[src/rtl/imem_arbiter_pkg.sv]
// Shared constants and FSM encoding for the instruction-memory arbiter.
// Any block that talks to the arbiter imports this package.
package imem_arbiter_pkg;

    localparam int ADDR_W          = 32;
    localparam int DATA_W          = 32;
    localparam int WADDR_W         = 30;
    localparam int CNT_W           = 4;
    localparam int WAIT_CYCLES_DEF = 2;

    typedef enum logic [1:0] {
        ST_IDLE  = 2'd0,
        ST_FETCH = 2'd1,
        ST_DONE  = 2'd2
    } imem_state_e;

endpackage

[src/rtl/imem_wait_counter.sv]
// Down-counter for the memory read latency.
// It is loaded when a fetch starts and holds at zero until the next load.
module imem_wait_counter
    import imem_arbiter_pkg::*;
(
    input  logic             clk,
    input  logic             reset,
    input  logic             load,
    input  logic [CNT_W-1:0] value,
    output logic             zero
);

    logic [CNT_W-1:0] r_count;

    // Load on a fetch grant, otherwise count down to zero and stay there
    always_ff @(posedge clk or posedge reset) begin
        if (reset) begin
            r_count <= {CNT_W{1'b0}};
        end else if (load) begin
            r_count <= value;
        end else if (r_count != {CNT_W{1'b0}}) begin
            r_count <= r_count - {{(CNT_W-1){1'b0}}, 1'b1};
        end else begin
            r_count <= r_count;
        end
    end

    assign zero = (r_count == {CNT_W{1'b0}});

endmodule

[src/rtl/imem_arbiter.sv]
// Arbitrates one single-port instruction memory between the fetch stage and
// the program loader. Under contention the two requesters take turns.
module imem_arbiter
    import imem_arbiter_pkg::*;
#(
    parameter int WAIT_CYCLES = WAIT_CYCLES_DEF
) (
    input  logic               clk,
    input  logic               reset,
    input  logic               if_req,
    input  logic [ADDR_W-1:0]  if_addr,
    input  logic               branch_taken,
    output logic               if_freeze,
    output logic [DATA_W-1:0]  if_instr,
    output logic               if_valid,
    input  logic               ld_valid,
    input  logic [ADDR_W-1:0]  ld_addr,
    input  logic [DATA_W-1:0]  ld_data,
    output logic               ld_ready,
    output logic               mem_en,
    output logic               mem_we,
    output logic [WADDR_W-1:0] mem_addr,
    output logic [DATA_W-1:0]  mem_wdata,
    input  logic [DATA_W-1:0]  mem_rdata
);

    localparam logic [CNT_W-1:0] LP_CNT_LOAD = CNT_W'(WAIT_CYCLES - 1);

    imem_state_e        r_state;
    logic               r_pri_fetch;
    logic [WADDR_W-1:0] r_addr;
    logic [DATA_W-1:0]  r_instr;
    logic               r_valid;

    logic w_idle;
    logic w_fetch;
    logic w_ld_grant;
    logic w_if_grant;
    logic w_cnt_zero;
    logic w_unused_low;

    // Byte-lane bits of both addresses do not reach a word-addressed memory
    assign w_unused_low = ^{if_addr[1:0], ld_addr[1:0]};

    imem_wait_counter u_wait_counter (
        .clk   (clk),
        .reset (reset),
        .load  (w_if_grant),
        .value (LP_CNT_LOAD),
        .zero  (w_cnt_zero)
    );

    // Grant decode and memory/handshake drive; held at zero while in reset
    always_comb begin
        w_idle     = (r_state == ST_IDLE);
        w_fetch    = (r_state == ST_FETCH);
        w_ld_grant = !reset && w_idle && ld_valid && (!if_req || !r_pri_fetch);
        w_if_grant = !reset && w_idle && if_req && !w_ld_grant && !branch_taken;
        ld_ready   = w_ld_grant;
        if_freeze  = !reset && !branch_taken && ((w_idle && if_req) || w_fetch);
        if (w_ld_grant) begin
            mem_en    = 1'b1;
            mem_we    = 1'b1;
            mem_addr  = ld_addr[ADDR_W-1:2];
            mem_wdata = ld_data;
        end else if (w_fetch && !reset) begin
            mem_en    = 1'b1;
            mem_we    = 1'b0;
            mem_addr  = r_addr;
            mem_wdata = {DATA_W{1'b0}};
        end else begin
            mem_en    = 1'b0;
            mem_we    = 1'b0;
            mem_addr  = {WADDR_W{1'b0}};
            mem_wdata = {DATA_W{1'b0}};
        end
    end

    // Arbiter FSM with registered instruction word and valid pulse
    always_ff @(posedge clk or posedge reset) begin
        if (reset) begin
            r_state     <= ST_IDLE;
            r_pri_fetch <= 1'b0;
            r_addr      <= {WADDR_W{1'b0}};
            r_instr     <= {DATA_W{1'b0}};
            r_valid     <= 1'b0;
        end else begin
            case (r_state)
                ST_IDLE: begin
                    r_valid <= 1'b0;
                    if (w_ld_grant) begin
                        r_pri_fetch <= 1'b1;
                    end else if (w_if_grant) begin
                        r_addr      <= if_addr[ADDR_W-1:2];
                        r_pri_fetch <= 1'b0;
                        r_state     <= ST_FETCH;
                    end
                end
                ST_FETCH: begin
                    if (branch_taken) begin
                        r_state <= ST_IDLE;
                    end else if (w_cnt_zero) begin
                        r_instr <= mem_rdata;
                        r_valid <= 1'b1;
                        r_state <= ST_DONE;
                    end
                end
                ST_DONE: begin
                    r_valid <= 1'b0;
                    r_state <= ST_IDLE;
                end
                default: begin
                    r_valid <= 1'b0;
                    r_state <= ST_IDLE;
                end
            endcase
        end
    end

    assign if_instr = r_instr;
    assign if_valid = r_valid;

endmodule

[config.mk]
export PLATFORM = sky130hd
export DESIGN_NAME = imem_arbiter
export DESIGN_NICKNAME = d
export VERILOG_FILES = /design/src/rtl/imem_arbiter_pkg.sv /design/src/rtl/imem_wait_counter.sv /design/src/rtl/imem_arbiter.sv
export SDC_FILE = /design/constraint.sdc
export NUM_CORES = 1
export LEC_CHECK = 0
export ABC_AREA = 1
export BUFFER_PORTS_ARGS = -buffer_cell sky130_fd_sc_hd__buf_2
export CAP_MARGIN = 20
export CELL_PAD_IN_SITES_DETAIL_PLACEMENT = 0
export CELL_PAD_IN_SITES_GLOBAL_PLACEMENT = 1
export CORE_ASPECT_RATIO = 0.75
export CORE_MARGIN = 1.5
export CORE_UTILIZATION = 31
export DETAILED_ROUTE_END_ITERATION = 16
export PLACE_DENSITY_LB_ADDON = 0.05
export SYNTH_ARGS = -nofsm -noshare
export SYNTH_HDL_FRONTEND = slang
export SYNTH_SLANG_ARGS = --single-unit
[constraint.sdc]
create_clock -name clk -period 7.05 [get_ports clk]
set_input_delay 1.41 -clock clk [delete_from_list [all_inputs] [get_ports clk]]
set_output_delay 1.41 -clock clk [all_outputs]
set_load 0.005 [all_outputs]
**Word level (Yosys, flattened, before mapping)**

Cells that the tools add are included.

- Bitwise gates (word level): 2
- Reduce and logical (&&, ||, !) cells: 27
- Muxes and demuxes: 18
- Add/sub/neg operators: 1
- Eq/ne operators: 6

Operators by type and width:

| cell | count |
|---|---|
| 2-to-1 mux 30 bit | 2 |
| 2-to-1 mux 32 bit | 1 |
| logical AND 1 bit | 10 |
| AND reduction 3 bit | 3 |
| 2-to-1 mux 1 bit | 8 |
| 2-to-1 mux 2 bit | 4 |
| 2-to-1 mux 4 bit | 2 |
| zero test 1 bit | 5 |
| zero test 4 bit | 1 |
| inequality test 2 x 1 -> 1 bit (second input constant) | 2 |
| inequality test 2 bit (second input constant) | 2 |
| one-hot mux 2 bit (2 select lines) | 1 |
| AND reduction 2 bit | 2 |
| nonzero test 2 bit | 2 |
| nonzero test 4 bit | 1 |
| subtractor 4 x 1 -> 4 bit (second input constant) | 1 |
| inequality test 3 x 2 -> 1 bit (second input constant) | 1 |
| equality test 2 x 1 -> 1 bit (second input constant) | 1 |
| zero test 2 bit | 1 |
| logical OR 1 bit | 2 |
| NOT 1 bit | 2 |

- Bits of input ports: 133
- Output and inout port bits: 99
- Logic and storage cells: 60
- Register bits after elaboration: 70

**Logic depth before layout (Yosys ltp)**

- Depth after elaboration: 10
- Gate-level depth with buffers: 8
- Gate-level depth less buffers: 7

**Cells and area by module**

A second synthesis with hierarchy kept.

- Cell total of the unflattened synthesis: 504
- Area total of the unflattened synthesis: 3,617.2 µm²

Modules (own cells, without submodules):

| module | area each (µm²) | seq. area each (µm²) | cells an instance | times used |
|---|---|---|---|---|
| imem_arbiter | 3,358.2 | 1,651.6 | 466 | 1 |
| imem_wait_counter | 259.0 | 100.1 | 38 | 1 |

**Worst setup path before layout**

Ideal clock, no wire load.

- Kind: in2out
- Start: input reset
- End: output mem_addr[1]
- Setup slack: 1.579 ns
- Data arrival time: 4.061 ns
- Cell stages on the path: 4
- Cell sequence: inv_2 clkbuf_1 nand3_1 nand2_1

- Longest elaborated chain between the ends: 5
- Elaborated cells on any way between the ends: 7
- Classes of those cells: mux: 2; reduce/logical: 5

Ends and longest elaborated chain:

| element | line | source |
|---|---|---|
| start, declared | imem_arbiter.sv:9 | `input logic reset,` |
| zero test 1 bit (no source line) (*) | -- |  |
| logical AND 1 bit (3 in a row) | imem_arbiter.sv:57 | `w_ld_grant = !reset && w_idle && ld_valid && (!if_req \|\| !r_pri_fetch);` |
| 2-to-1 mux 30 bit (*) | imem_arbiter.sv:61 | `if (w_ld_grant) begin` |
| end, declared | imem_arbiter.sv:22 | `output logic [WADDR_W-1:0] mem_addr,` |

Mark *: on every way between the ends. The rest lies on a longest branch, timed or not.

**Worst setup path in the final report**

- Start: input reset
- End: output mem_addr[17]

The elaborated chain is that of the path after synthesis.

==> flow_summary.yaml <==
status:
  status: "completed"
global_route:
  grt_max_degree: 65
  antenna_found_initial: 0
  grt_overflow: 0
  grt_pass1_vias: 3401
  grt_use_total_pct: 16.5
  grt_pass1_wl_um: 16400
clocking:
  numCtsBuffers: 9
  cts_tree: "built"
  path_clk_slew_ns: 0.06
  clockRootBuffer: "clkbuf_16"
  postCtsSetupRepairBufs: 0
  clock_latency_ns: 0.33
  htree_levels: 3
  ctsResizeCount: 0
  clockBufferDepth: 2
  clock_sinks: 70
  holdBufCountCts: 0
critical_path:
  r2r_slack_ns: 5.21
  cp.arrival_ns: 2.82
  critPathKind: "primary input to primary output"
  critPathMaxFanout: 50
  cp.required_ns: 5.64
  cp-start-kind: "primary input"
  endpoint_kind: "primary output"
final_layout:
  multi_input_area_sq_um: 1520
  final_util_pct: 44.8
  syn_to_final_growth_pct: 42.0
  regArea_sq_um: 1750
  fin_area_sq_um: 5160
  diodes: 0
  nFillCells: 1253
  nets: 849
  drive_gt1_share_pct: 37.0
timing:
  tightest_slew_ns: 1.00
  hold_viol_final: 0
  period_share_pct: 60.0
  setup_tns_ns: 0
  fin_skew_ns: 0.00840
  maxSlewViolCount: 0
  rsz0062_at_grt: "false"
  relSlewSlack_pct: 33.1
  setup-violations-final: 0
  final.min_clock_period_ns: 4.23
  max_freq_mhz: 237
floorplan:
  start_util_pct: 31.5
  die_height_um: 96.8
  core-area_sq_um: 11500
  num_rows: 34
  dieArea_sq_um: 12400
  ios: 232
  die_w_um: 128
power_and_ir_drop:
  p_leak_nw: 3.36
  p_total_mw: 1.57
  power_density_nw_per_um2: 303
  ir_worst_vdd_mv: 0.119
routing:
  wl_per_cell_um: 11.5
  drt-met1-wl_um: 4710
  first_pass_iters: 6
  ant_nets: 0
  routed-wl-met3_um: 670
  first_iter_violations: 161
  num_vias: 3770
  highest_layer: "met4"
  wl_met2_um: 4660
  avgViaCountPerCell: 4.28
  drt-total-wl_um: 10100
  drc: 0
placed_design:
  place.gp.congestion: 0.690
  io_buffer_count: 227
  place_area_sq_um: 4820
  dp_hpwl_um: 7130
synthesis:
  syn_inst: 501
  seq_area_frac_synth_pct: 48.2
  syn_area_sq_um: 3640
  syn_avg_cell_area_sq_um: 7.26
  ys_types: 19
  synth_fp_nets: 636
  ys_warn_count: 0
  ys_ff_latch: 70
hold_path:
  hold_class: "flip-flop to flip-flop"
job:
  cap_viol_max_count: 0
[path summary, 6_finish.rpt]
path / end / startpoint / cells past startpoint
min: if_instr[23] / if_instr[23] / 2
max reg2reg: if_instr[24] / r_state[1] / 7
min reg2reg: if_instr[23] / if_instr[23] / 2
min in group asynchronous: r_addr[13] / reset / 2
max: mem_addr[17] / reset / 6
max in group asynchronous: r_addr[8] / reset / 3
[routing by layer]
metal  GRT usage, %  vias up
met5              0        -
met4           4.15        0
met3           4.31        9
met2           26.6      132
met1           22.1     1685
li1               -     1944
[metrics by stage]
step                      instances  hold slack, ns  worst slack (ns)
after floorplan                 501           0.442              1.58
after global placement          865           0.449              2.78
after detailed placement        865           0.453              2.75
after CTS                       881           0.468              2.76
after global routing            881           0.477              2.60
final                           881           0.465              2.82
[final cells by class]
cell class	instances	area share (%)
well taps	162	3.93
repair buffers	231	22.6
flip-flops and latches	70	33.9
clock buffers	9	4.36
multi-input cells	355	29.4
clock inverters	7	2.33
inverters	47	3.46
[worst max-delay path, cell delays in order]
cell     delay (ns)
buf_2          0.13
inv_4          0.45
buf_4          0.42
nand3_1        0.16
nand2_1        0.11
buf_2          0.11
[layout by cell type, fill, tap and decap left out]
master        n
clkinvlp_4    1
nand3_2       3
nand3_1      68
o21ai_0       1
nand2_1     225
nand2_4       1
nor2_1       41
buf_2       227
inv_2         1
clkinv_2      1
xor2_1        1
nand2_2      10
bufinv_16     3
ha_1          2
nor2_2        1
inv_1        45
inv_6         2
dfrtp_1      70
nor2_8        1
buf_4         4
clkbuf_16     9
inv_4         1
nor2_4        1
[report_power, final]
part / switching [mW] / total, mW / internal, mW
combinational: 0.232 / 0.420 / 0.188
sequential: 0.0779 / 0.622 / 0.544
clock: 0.175 / 0.522 / 0.347
[cell usage after synthesis (all sizes together)]
cell | n | area (sq um)
nand2 | 236 | 918
nand3 | 71 | 365
dfrtp | 70 | 1750
inv | 47 | 176
nor2 | 44 | 189
buf | 24 | 179
clkbuf | 5 | 18.8
ha | 2 | 25.0
o21ai | 1 | 5.00
xor2 | 1 | 8.76
[state kept, by name, summed over array words and instances (netlist names)]
| register | cells |
|---|---|
| r_pri_fetch | 1 |
| r_state | 2 |
| if_valid | 1 |
| r_addr | 30 |
| u_wait_counter.r_count | 4 |
| if_instr | 32 |
[cells by family after synthesis]
kind of cell / count (synthesis) / synth area share (%)
AND/OR/NAND/NOR: 351 / 40.5
adder cells (fa/ha/maj): 2 / 0.688
buffers and inverters: 76 / 10.3
flip-flops: 70 / 48.2
XOR/XNOR: 1 / 0.241
AO/OA/AOI/OAI: 1 / 0.137
(Power assumes the default switching activity.)
